$ cat src/rtl/rps_pkg.sv
// Shared encodings for the stone/paper/scissors pipeline: round result codes,
// match winner codes and the scorer state encoding.
package rps_pkg;

    typedef enum logic [1:0] {
        RES_TIE     = 2'b00,
        RES_P1      = 2'b01,
        RES_P2      = 2'b10,
        RES_INVALID = 2'b11
    } result_e;

    // Also used for the streak holder: 00 means nobody.
    typedef enum logic [1:0] {
        WIN_NONE = 2'b00,
        WIN_P1   = 2'b01,
        WIN_P2   = 2'b10
    } winner_e;

    typedef enum logic {
        S_PLAY = 1'b0,
        S_DONE = 1'b1
    } scorer_state_e;

endpackage

$ cat src/rtl/rps_streak_tracker.sv
// Tracks which player holds the current run of consecutive round wins and
// how long that run is. Ties break the run; invalid moves leave it alone.
module rps_streak_tracker
    import rps_pkg::*;
#(
    parameter int SCORE_W = 4
) (
    input  logic               clk,
    input  logic               reset,
    input  logic               clear,
    input  logic               accept,
    input  logic [1:0]         code,
    output logic [1:0]         holder,
    output logic [SCORE_W-1:0] len
);

    winner_e            holder_q, holder_d;
    logic [SCORE_W-1:0] len_q, len_d;

    // Next streak from the accepted result; clear wins over any result.
    always_comb begin
        holder_d = holder_q;
        len_d    = len_q;
        if (clear) begin
            holder_d = WIN_NONE;
            len_d    = '0;
        end else if (accept) begin
            case (code)
                RES_P1: begin
                    if (holder_q == WIN_P1) begin
                        len_d = len_q + 1'b1;
                    end else begin
                        holder_d = WIN_P1;
                        len_d    = SCORE_W'(1);
                    end
                end
                RES_P2: begin
                    if (holder_q == WIN_P2) begin
                        len_d = len_q + 1'b1;
                    end else begin
                        holder_d = WIN_P2;
                        len_d    = SCORE_W'(1);
                    end
                end
                RES_TIE: begin
                    holder_d = WIN_NONE;
                    len_d    = '0;
                end
                default: begin
                    holder_d = holder_q;
                    len_d    = len_q;
                end
            endcase
        end
    end

    // Streak registers with asynchronous reset.
    always_ff @(posedge clk or posedge reset) begin
        if (reset) begin
            holder_q <= WIN_NONE;
            len_q    <= '0;
        end else begin
            holder_q <= holder_d;
            len_q    <= len_d;
        end
    end

    assign holder = holder_q;
    assign len    = len_q;

endmodule

$ cat src/rtl/rps_match_scorer.sv
// Match scorer: accepts one round result per valid/ready handshake, keeps the
// score, tie and invalid counts, and declares the match winner.
//
// Handshake: a result transfers on a rising edge where result_valid and
// result_ready are both high. result_ready is high only in PLAY while
// new_match is low; valid may be held without obligation when ready is low,
// and the code is only looked at in the transfer cycle.
module rps_match_scorer
    import rps_pkg::*;
#(
    parameter int WIN_TARGET = 3,
    parameter int MAX_ROUNDS = 9,
    parameter int SCORE_W    = 4,
    parameter int ROUND_W    = 4
) (
    input  logic               clk,
    input  logic               reset,
    input  logic               result_valid,
    input  logic [1:0]         result_code,
    output logic               result_ready,
    input  logic               new_match,
    output logic [SCORE_W-1:0] p1_score,
    output logic [SCORE_W-1:0] p2_score,
    output logic [ROUND_W-1:0] round_count,
    output logic [ROUND_W-1:0] tie_count,
    output logic [ROUND_W-1:0] invalid_count,
    output logic [1:0]         streak_holder,
    output logic [SCORE_W-1:0] streak_len,
    output logic               match_over,
    output logic [1:0]         match_winner,
    output logic               match_done,
    output logic               dbg_state
);

    scorer_state_e      state_q, state_d;
    logic [SCORE_W-1:0] p1_q, p1_d, p2_q, p2_d;
    logic [ROUND_W-1:0] rounds_q, rounds_d, ties_q, ties_d, inv_q, inv_d;
    winner_e            winner_q, winner_d;
    logic               done_q, done_d;
    logic               accept;

    assign result_ready = (state_q == S_PLAY) && !new_match;
    assign accept       = result_valid && result_ready;

    // Next match state: apply the accepted result, then decide the match on
    // the post-update counts so the decision lands on the same edge.
    always_comb begin
        state_d  = state_q;
        p1_d     = p1_q;
        p2_d     = p2_q;
        rounds_d = rounds_q;
        ties_d   = ties_q;
        inv_d    = inv_q;
        winner_d = winner_q;
        done_d   = 1'b0;
        if (new_match) begin
            state_d  = S_PLAY;
            p1_d     = '0;
            p2_d     = '0;
            rounds_d = '0;
            ties_d   = '0;
            inv_d    = '0;
            winner_d = WIN_NONE;
        end else if (accept) begin
            case (result_code)
                RES_P1: begin
                    p1_d     = p1_q + 1'b1;
                    rounds_d = rounds_q + 1'b1;
                end
                RES_P2: begin
                    p2_d     = p2_q + 1'b1;
                    rounds_d = rounds_q + 1'b1;
                end
                RES_TIE: begin
                    ties_d   = ties_q + 1'b1;
                    rounds_d = rounds_q + 1'b1;
                end
                default: begin
                    if (inv_q != '1) begin
                        inv_d = inv_q + 1'b1;
                    end
                end
            endcase
            // Invalid results never advance the match, so they cannot end it.
            if (result_code != RES_INVALID) begin
                if (p1_d == SCORE_W'(WIN_TARGET)) begin
                    state_d  = S_DONE;
                    winner_d = WIN_P1;
                end else if (p2_d == SCORE_W'(WIN_TARGET)) begin
                    state_d  = S_DONE;
                    winner_d = WIN_P2;
                end else if (rounds_d == ROUND_W'(MAX_ROUNDS)) begin
                    state_d = S_DONE;
                    if (p1_d > p2_d) begin
                        winner_d = WIN_P1;
                    end else if (p2_d > p1_d) begin
                        winner_d = WIN_P2;
                    end else begin
                        winner_d = WIN_NONE;
                    end
                end
                done_d = (state_d == S_DONE);
            end
        end
    end

    // State and all registered outputs.
    always_ff @(posedge clk or posedge reset) begin
        if (reset) begin
            state_q  <= S_PLAY;
            p1_q     <= '0;
            p2_q     <= '0;
            rounds_q <= '0;
            ties_q   <= '0;
            inv_q    <= '0;
            winner_q <= WIN_NONE;
            done_q   <= 1'b0;
        end else begin
            state_q  <= state_d;
            p1_q     <= p1_d;
            p2_q     <= p2_d;
            rounds_q <= rounds_d;
            ties_q   <= ties_d;
            inv_q    <= inv_d;
            winner_q <= winner_d;
            done_q   <= done_d;
        end
    end

    rps_streak_tracker #(
        .SCORE_W(SCORE_W)
    ) u_streak (
        .clk   (clk),
        .reset (reset),
        .clear (new_match),
        .accept(accept),
        .code  (result_code),
        .holder(streak_holder),
        .len   (streak_len)
    );

    assign p1_score      = p1_q;
    assign p2_score      = p2_q;
    assign round_count   = rounds_q;
    assign tie_count     = ties_q;
    assign invalid_count = inv_q;
    assign match_over    = (state_q == S_DONE);
    assign match_winner  = winner_q;
    assign match_done    = done_q;
    assign dbg_state     = state_q;

endmodule

$ cat config.mk
export PLATFORM = sky130hd
export DESIGN_NAME = rps_match_scorer
export DESIGN_NICKNAME = d
export VERILOG_FILES = /design/src/rtl/rps_pkg.sv /design/src/rtl/rps_streak_tracker.sv /design/src/rtl/rps_match_scorer.sv
export SDC_FILE = /design/constraint.sdc
export NUM_CORES = 1
export LEC_CHECK = 0
export CORE_ASPECT_RATIO = 0.9
export CORE_UTILIZATION = 55
export CTS_CLUSTER_SIZE = 12
export DETAILED_ROUTE_END_ITERATION = 8
export PLACE_DENSITY = 0.85
export SLEW_MARGIN = 0
export SYNTH_ARGS = -nofsm -noshare
export SYNTH_HDL_FRONTEND = slang
export SYNTH_SLANG_ARGS = --single-unit
export TNS_END_PERCENT = 100
$ cat constraint.sdc
create_clock -name clk -period 5.3 [get_ports clk]
set_input_delay 0.53 -clock clk [delete_from_list [all_inputs] [get_ports clk]]
set_output_delay 0.53 -clock clk [all_outputs]
set_load 0.03 [all_outputs]
Yosys cells after proc, flatten, opt, wreduce, memory -nomap -nowiden
Cells that the tools add are included.

cells by class
  add/sub/neg operators = 6
  magnitude comparators = 2
  equal/unequal tests = 12
  mux-type cells = 49
  bitwise gates (word level) = 1
  reduce and logical (&&, ||, !) cells = 17

operators with widths
  kind                                                                      count
  4-bit 2-to-1 mux                                                          26
  4-bit by 1-bit adder with 4-bit output (second input constant)            6
  2-bit 2-to-1 mux                                                          12
  4-bit case mux with 3 select lines                                        1
  1-bit 2-to-1 mux                                                          9
  4-bit by 2-bit equality test with 1-bit output (second input constant)    2
  4-bit > comparator                                                        2
  2-bit nonzero test                                                        4
  4-bit nonzero test                                                        2
  3-bit inequality test (second input constant)                             2
  2-bit case mux with 3 select lines                                        1
  2-bit AND reduction                                                       3
  3-bit AND reduction                                                       2
  2-bit by 1-bit equality test with 1-bit output (second input constant)    2
  2-bit equality test (second input constant)                               2
  4-bit equality test (second input constant)                               1
  4-bit inequality test (second input constant)                             1
  4-bit AND reduction                                                       1
  3-bit OR reduction                                                        1
  1-bit logical AND                                                         2
  2-bit logical NOT                                                         1
  2-bit by 1-bit inequality test with 1-bit output (second input constant)  1
  2-bit inequality test (second input constant)                             1
  1-bit logical NOT                                                         1
  1-bit NOT                                                                 1

word-level totals
  bits in registers = 30
  input bits = 6
  output and inout bits = 32
  word-level logic and storage cells = 97

Logic depth before layout (Yosys ltp)
  word-level depth = 14
  gate-level depth with buffers = 8
  mapped depth without buffers = 8

By module
A second synthesis with hierarchy kept.

second synthesis, totals
  cells, all modules = 208
  area, all modules = 1946.9 um^2

modules (own cells, without submodules)
  module              times used  cells each  area an instance (um^2)  seq. area each (um^2)
  rps_match_scorer    1           167         1544.0                   600.6
  rps_streak_tracker  1           41          402.9                    150.1

Worst setup path before layout
No wires, ideal clock.

  kind = input to register
  from = input result_code[1]
  to = register winner_q[0] (netlist: match_winner[0])
  library setup time = 0.125 ns
  arrival time = 2.128 ns
  data required time = 5.175 ns
  path slack = 3.047 ns
  stages on the path = 8
  buffers on the path = 1
  cell sequence = nand2b_1 buf_6 nor3_1 nor2_1 ha_1 o221ai_1 a31o_2 mux2_4

on the way
  word-level cells in the longest chain between the ends = 12
  elaborated cells on any way between the ends = 28
  classes of those cells = 1 x order compare; 6 x eq/ne; 16 x mux; 5 x reduce/logical

RTL lines
  what                                                                                   line                     source
  from (decl)                                                                            rps_match_scorer.sv:19   input logic [1:0] result_code,
  2-bit by 1-bit equality test with 1-bit output or 2-bit equality test (tied branches)  rps_match_scorer.sv:65   case (result_code)
  4-bit 2-to-1 mux                                                                       rps_match_scorer.sv:65
  4-bit 2-to-1 mux                                                                       rps_match_scorer.sv:64   end else if (accept) begin
  4-bit 2-to-1 mux                                                                       rps_match_scorer.sv:56   if (new_match) begin
  4-bit > comparator                                                                     rps_match_scorer.sv:94   if (p1_d > p2_d) begin
  2-bit 2-to-1 mux                                                                       rps_match_scorer.sv:94
  2-bit 2-to-1 mux                                                                       rps_match_scorer.sv:92   end else if (rounds_d == ROUND_W'(MAX_ROUNDS)) begin
  2-bit 2-to-1 mux                                                                       rps_match_scorer.sv:89   end else if (p2_d == SCORE_W'(WIN_TARGET)) begin
  2-bit 2-to-1 mux                                                                       rps_match_scorer.sv:86   if (p1_d == SCORE_W'(WIN_TARGET)) begin
  2-bit 2-to-1 mux                                                                       rps_match_scorer.sv:85   if (result_code != RES_INVALID) begin
  2-bit 2-to-1 mux                                                                       rps_match_scorer.sv:64
  2-bit 2-to-1 mux                                                                       rps_match_scorer.sv:56
  to (signal assigned)                                                                   rps_match_scorer.sv:125  winner_q <= winner_d;
  to (decl)                                                                              rps_match_scorer.sv:38   winner_e winner_q, winner_d;

Parallel ways exist; a longest one is shown, timed or not. The select of a mux whose other input is x is not followed.
A chain may end at the register's enable or synchronous reset.

Final worst setup path
Ends and elaborated chain as after synthesis.

==> reports/metrics.csv <==
stage;metric;value;unit
timing;fin_crit_sh;56.6;%
yosys;syn_inst;192;
die;dieArea;0.00365;mm2
yosys;yosysSeqAreaShare;40.1;%
detailed_routing;avgRoutedWirePerCell;15.3;um
yosys;yosysWarnings;0;
timing;min_period;3.00;ns
critical_path;r2r-end;match_winner[0];
placement;dp_slack;2.05;ns
layout;n_antenna_cell;0;
yosys;ys_async_sr_fraction;100;%
critical_path;worstSetupEndpointType;flop;
yosys;synth_edf_count;0;
job;drv_cap;0;
timing;relSlewSlack;26.3;%
layout;final_layout_size_suffix_gt1_share;9.13;%
pwr;p_leak;1.01;nW
critical_path;setup.worst_path.start_class;input port;
grt;grt_max_degree;31;
timing;hold_viol;0;
timing;fmaxAchievable;0.333;GHz
yosys;ys_top_cells_by_area;dfrtp_1 40%, ha_1 6.0%, nor2_1 5.6%;
yosys;netlist_area;0.00187;mm2
grt;use_met2;43.6;%
timing;whs;0.564;ns
critical_path;endpoint;match_winner[0];
critical_path;r2r_slack;3.05;ns
placement;dp_hpwl;3060;um
grt;antenna_found_initial;0;
min_path;hold_path.class;flop to flop;
grt;grt_pass1_vias;1521;
layout;layout_commonest_cell;clkdlybuf4s50_1;
grt;overflow;0;
layout;layout.cells.non_filler;272;
detailed_routing;dr.pass1.iters;4;
critical_path;critPathKind;input port to flop;
critical_path;worstRegToRegCells;8;
clock_network;clockBufferDepth;2;
yosys;yosysTopAreaCellShare;40.1;%
placement;port_buffers;37;
detailed_routing;drtIter0Drc;74;
grt;grt_pass1_wl;7150;um
detailed_routing;drtAntennaViolNets;0;
clock_network;cts_resized;0;
die;pin_count;38;
clock_network;hold_buffers;0;
grt;grt_use_total;25.7;%
clock_network;clkTransAtPathRegs;0.06;ns
clock_network;cts_root_buffer;clkbuf_8;
yosys;yosysTopAreaCell;dfrtp_1;
timing;finalSetupViolations;0;
die;fp-row-count;19;
clock_network;numCtsBuffers;5;
clock_network;worstSkewPairLatency;0.28;ns
detailed_routing;vias;1523;
die;die-height;57.4;um
grt;grt_use_met1;31.4;%
critical_path;startpoint;result_code[1];
outcome;outcome;complete, no violations;
critical_path;required;5.47;ns
yosys;synth_flop_cell;dfrtp_1;
pwr;power.density;223;mW/mm2
critical_path;arrival;3.17;ns
pwr;vdd_ir_drop_max;0.184;mV
critical_path;cp_max_fo;14;
clock_network;htreeDepth;2;
layout;final_nets;244;
die;die_w;63.5;um
timing;rsz0062_at_grt;false;
timing;worst_pin_slew;1.10;ns
yosys;ys_ff_latch;30;
timing;skew;0.00333;ns
timing;setup_tns;0;ns
layout;layout_common_cells;37 x clkdlybuf4s50_1, 30 x dfrtp_1, 28 x nor2_1;
detailed_routing;drc_errors;0;
yosys;ys_types;48;
placement;place_inst;264;
grt;top_usage_layer;met2;
clock_network;cts_tree;built;
timing;setup_slack;2.30;ns
yosys;syn_nets;207;
timing;drv_slew;0;
die;start_util;59.7;%
grt;grtUsageMet3;6.60;%
die;core_area;0.00314;mm2
detailed_routing;via_per_inst;5.60;
placement;gp_congestion;0.833;
clock_network;postCtsSetupBuffers;0;
clock_network;cts_sinks;30;
yosys;syn_area_per_cell;9.76;um2
layout;syn_to_final_growth;24.8;%
detailed_routing;routed_wl;4160;um
critical_path;r2r_start;p2_score[0];
[cell usage after synthesis (3+ instances only)]
master and count:
dfrtp_1 30, nor2_1 28, nand2_1 14, xnor2_1 12, o21ai_0 10, ha_1 9, xor2_1 8, nor3_1 7
a21oi_1 6, nand2b_1 6, nand3_1 6, or3_1 4, a31oi_1 3, buf_6 3, mux2i_1 3, nand3b_1 3
nor2b_1 3
[metal layers]
| layer | vias up | part of all wire (%) | wire, um |
|---|---|---|---|
| met2 | 39 | 50 | 2100 |
| met3 | 9 | 4.4 | 184 |
| met1 | 728 | 44 | 1820 |
| li1 | 747 | - | - |
| met4 | 0 | 1.5 | 61 |
| met5 | - | 0 | 0 |
[cell families after synthesis]
group           Yosys count  share of synthesized area, %
simple gates             88                          26.8
fa+ha+maj                 9                          6.01
compound gates           29                          10.9
buf+inv                  11                          3.61
xor+xnor                 21                          10.2
flops                    30                          40.1
mux                       4                          2.40
[area by class of cell]
cell class	count	area, um2
clock buffers	7	86.3
flip-flops and latches	30	751
multi-input cells	151	1060
repair buffers	38	378
clock inverters	1	5.00
inverters	3	11.3
fillers	233	798
well taps	42	52.6
[worst min path at each step]
stage	cells after the start	startpoint	slack, ns	endpoint
global placement	2	tie_count[3]	0.52	tie_count[3]
finish	2	tie_count[3]	0.56	tie_count[3]
CTS	2	match_winner[1]	0.56	match_winner[1]
detailed placement	2	match_winner[1]	0.54	match_winner[1]
global route	2	match_winner[1]	0.58	match_winner[1]
floorplan	1	reset	0.62	dbg_state
[critical path, cell delays in order]
cell	delay (ns)
clkdlybuf4s50_1	0.69
nand2b_1	0.41
nor3_1	0.44
nor2_1	0.09
ha_1	0.33
o221ai_1	0.13
a31o_2	0.28
mux2_4	0.26
[stage by stage]
step                utilization, %  area [um2]  power [W]
finish                        74.6        2340   0.000522
global route                  74.6        2340   0.000544
CTS                           74.6        2340   0.000525
detailed placement            71.7        2250   0.000338
global placement              71.7        2250   0.000333
floorplan                        -        1870   0.000310
[flip-flops by register name (all words and copies together) (netlist names)]
register,count
round_count,4
match_winner,2
tie_count,4
dbg_state,1
p2_score,4
invalid_count,4
u_streak.len,4
u_streak.holder,2
match_done,1
p1_score,4
[power by group]
group          internal (W)   total, W  switching, W
clock              0.000104   0.000187     0.0000822
sequential         0.000235   0.000244    0.00000933
combinational     0.0000378  0.0000908     0.0000530
total              0.000377   0.000522      0.000145
No activity file was read; power rests on OpenSTA's default activity.
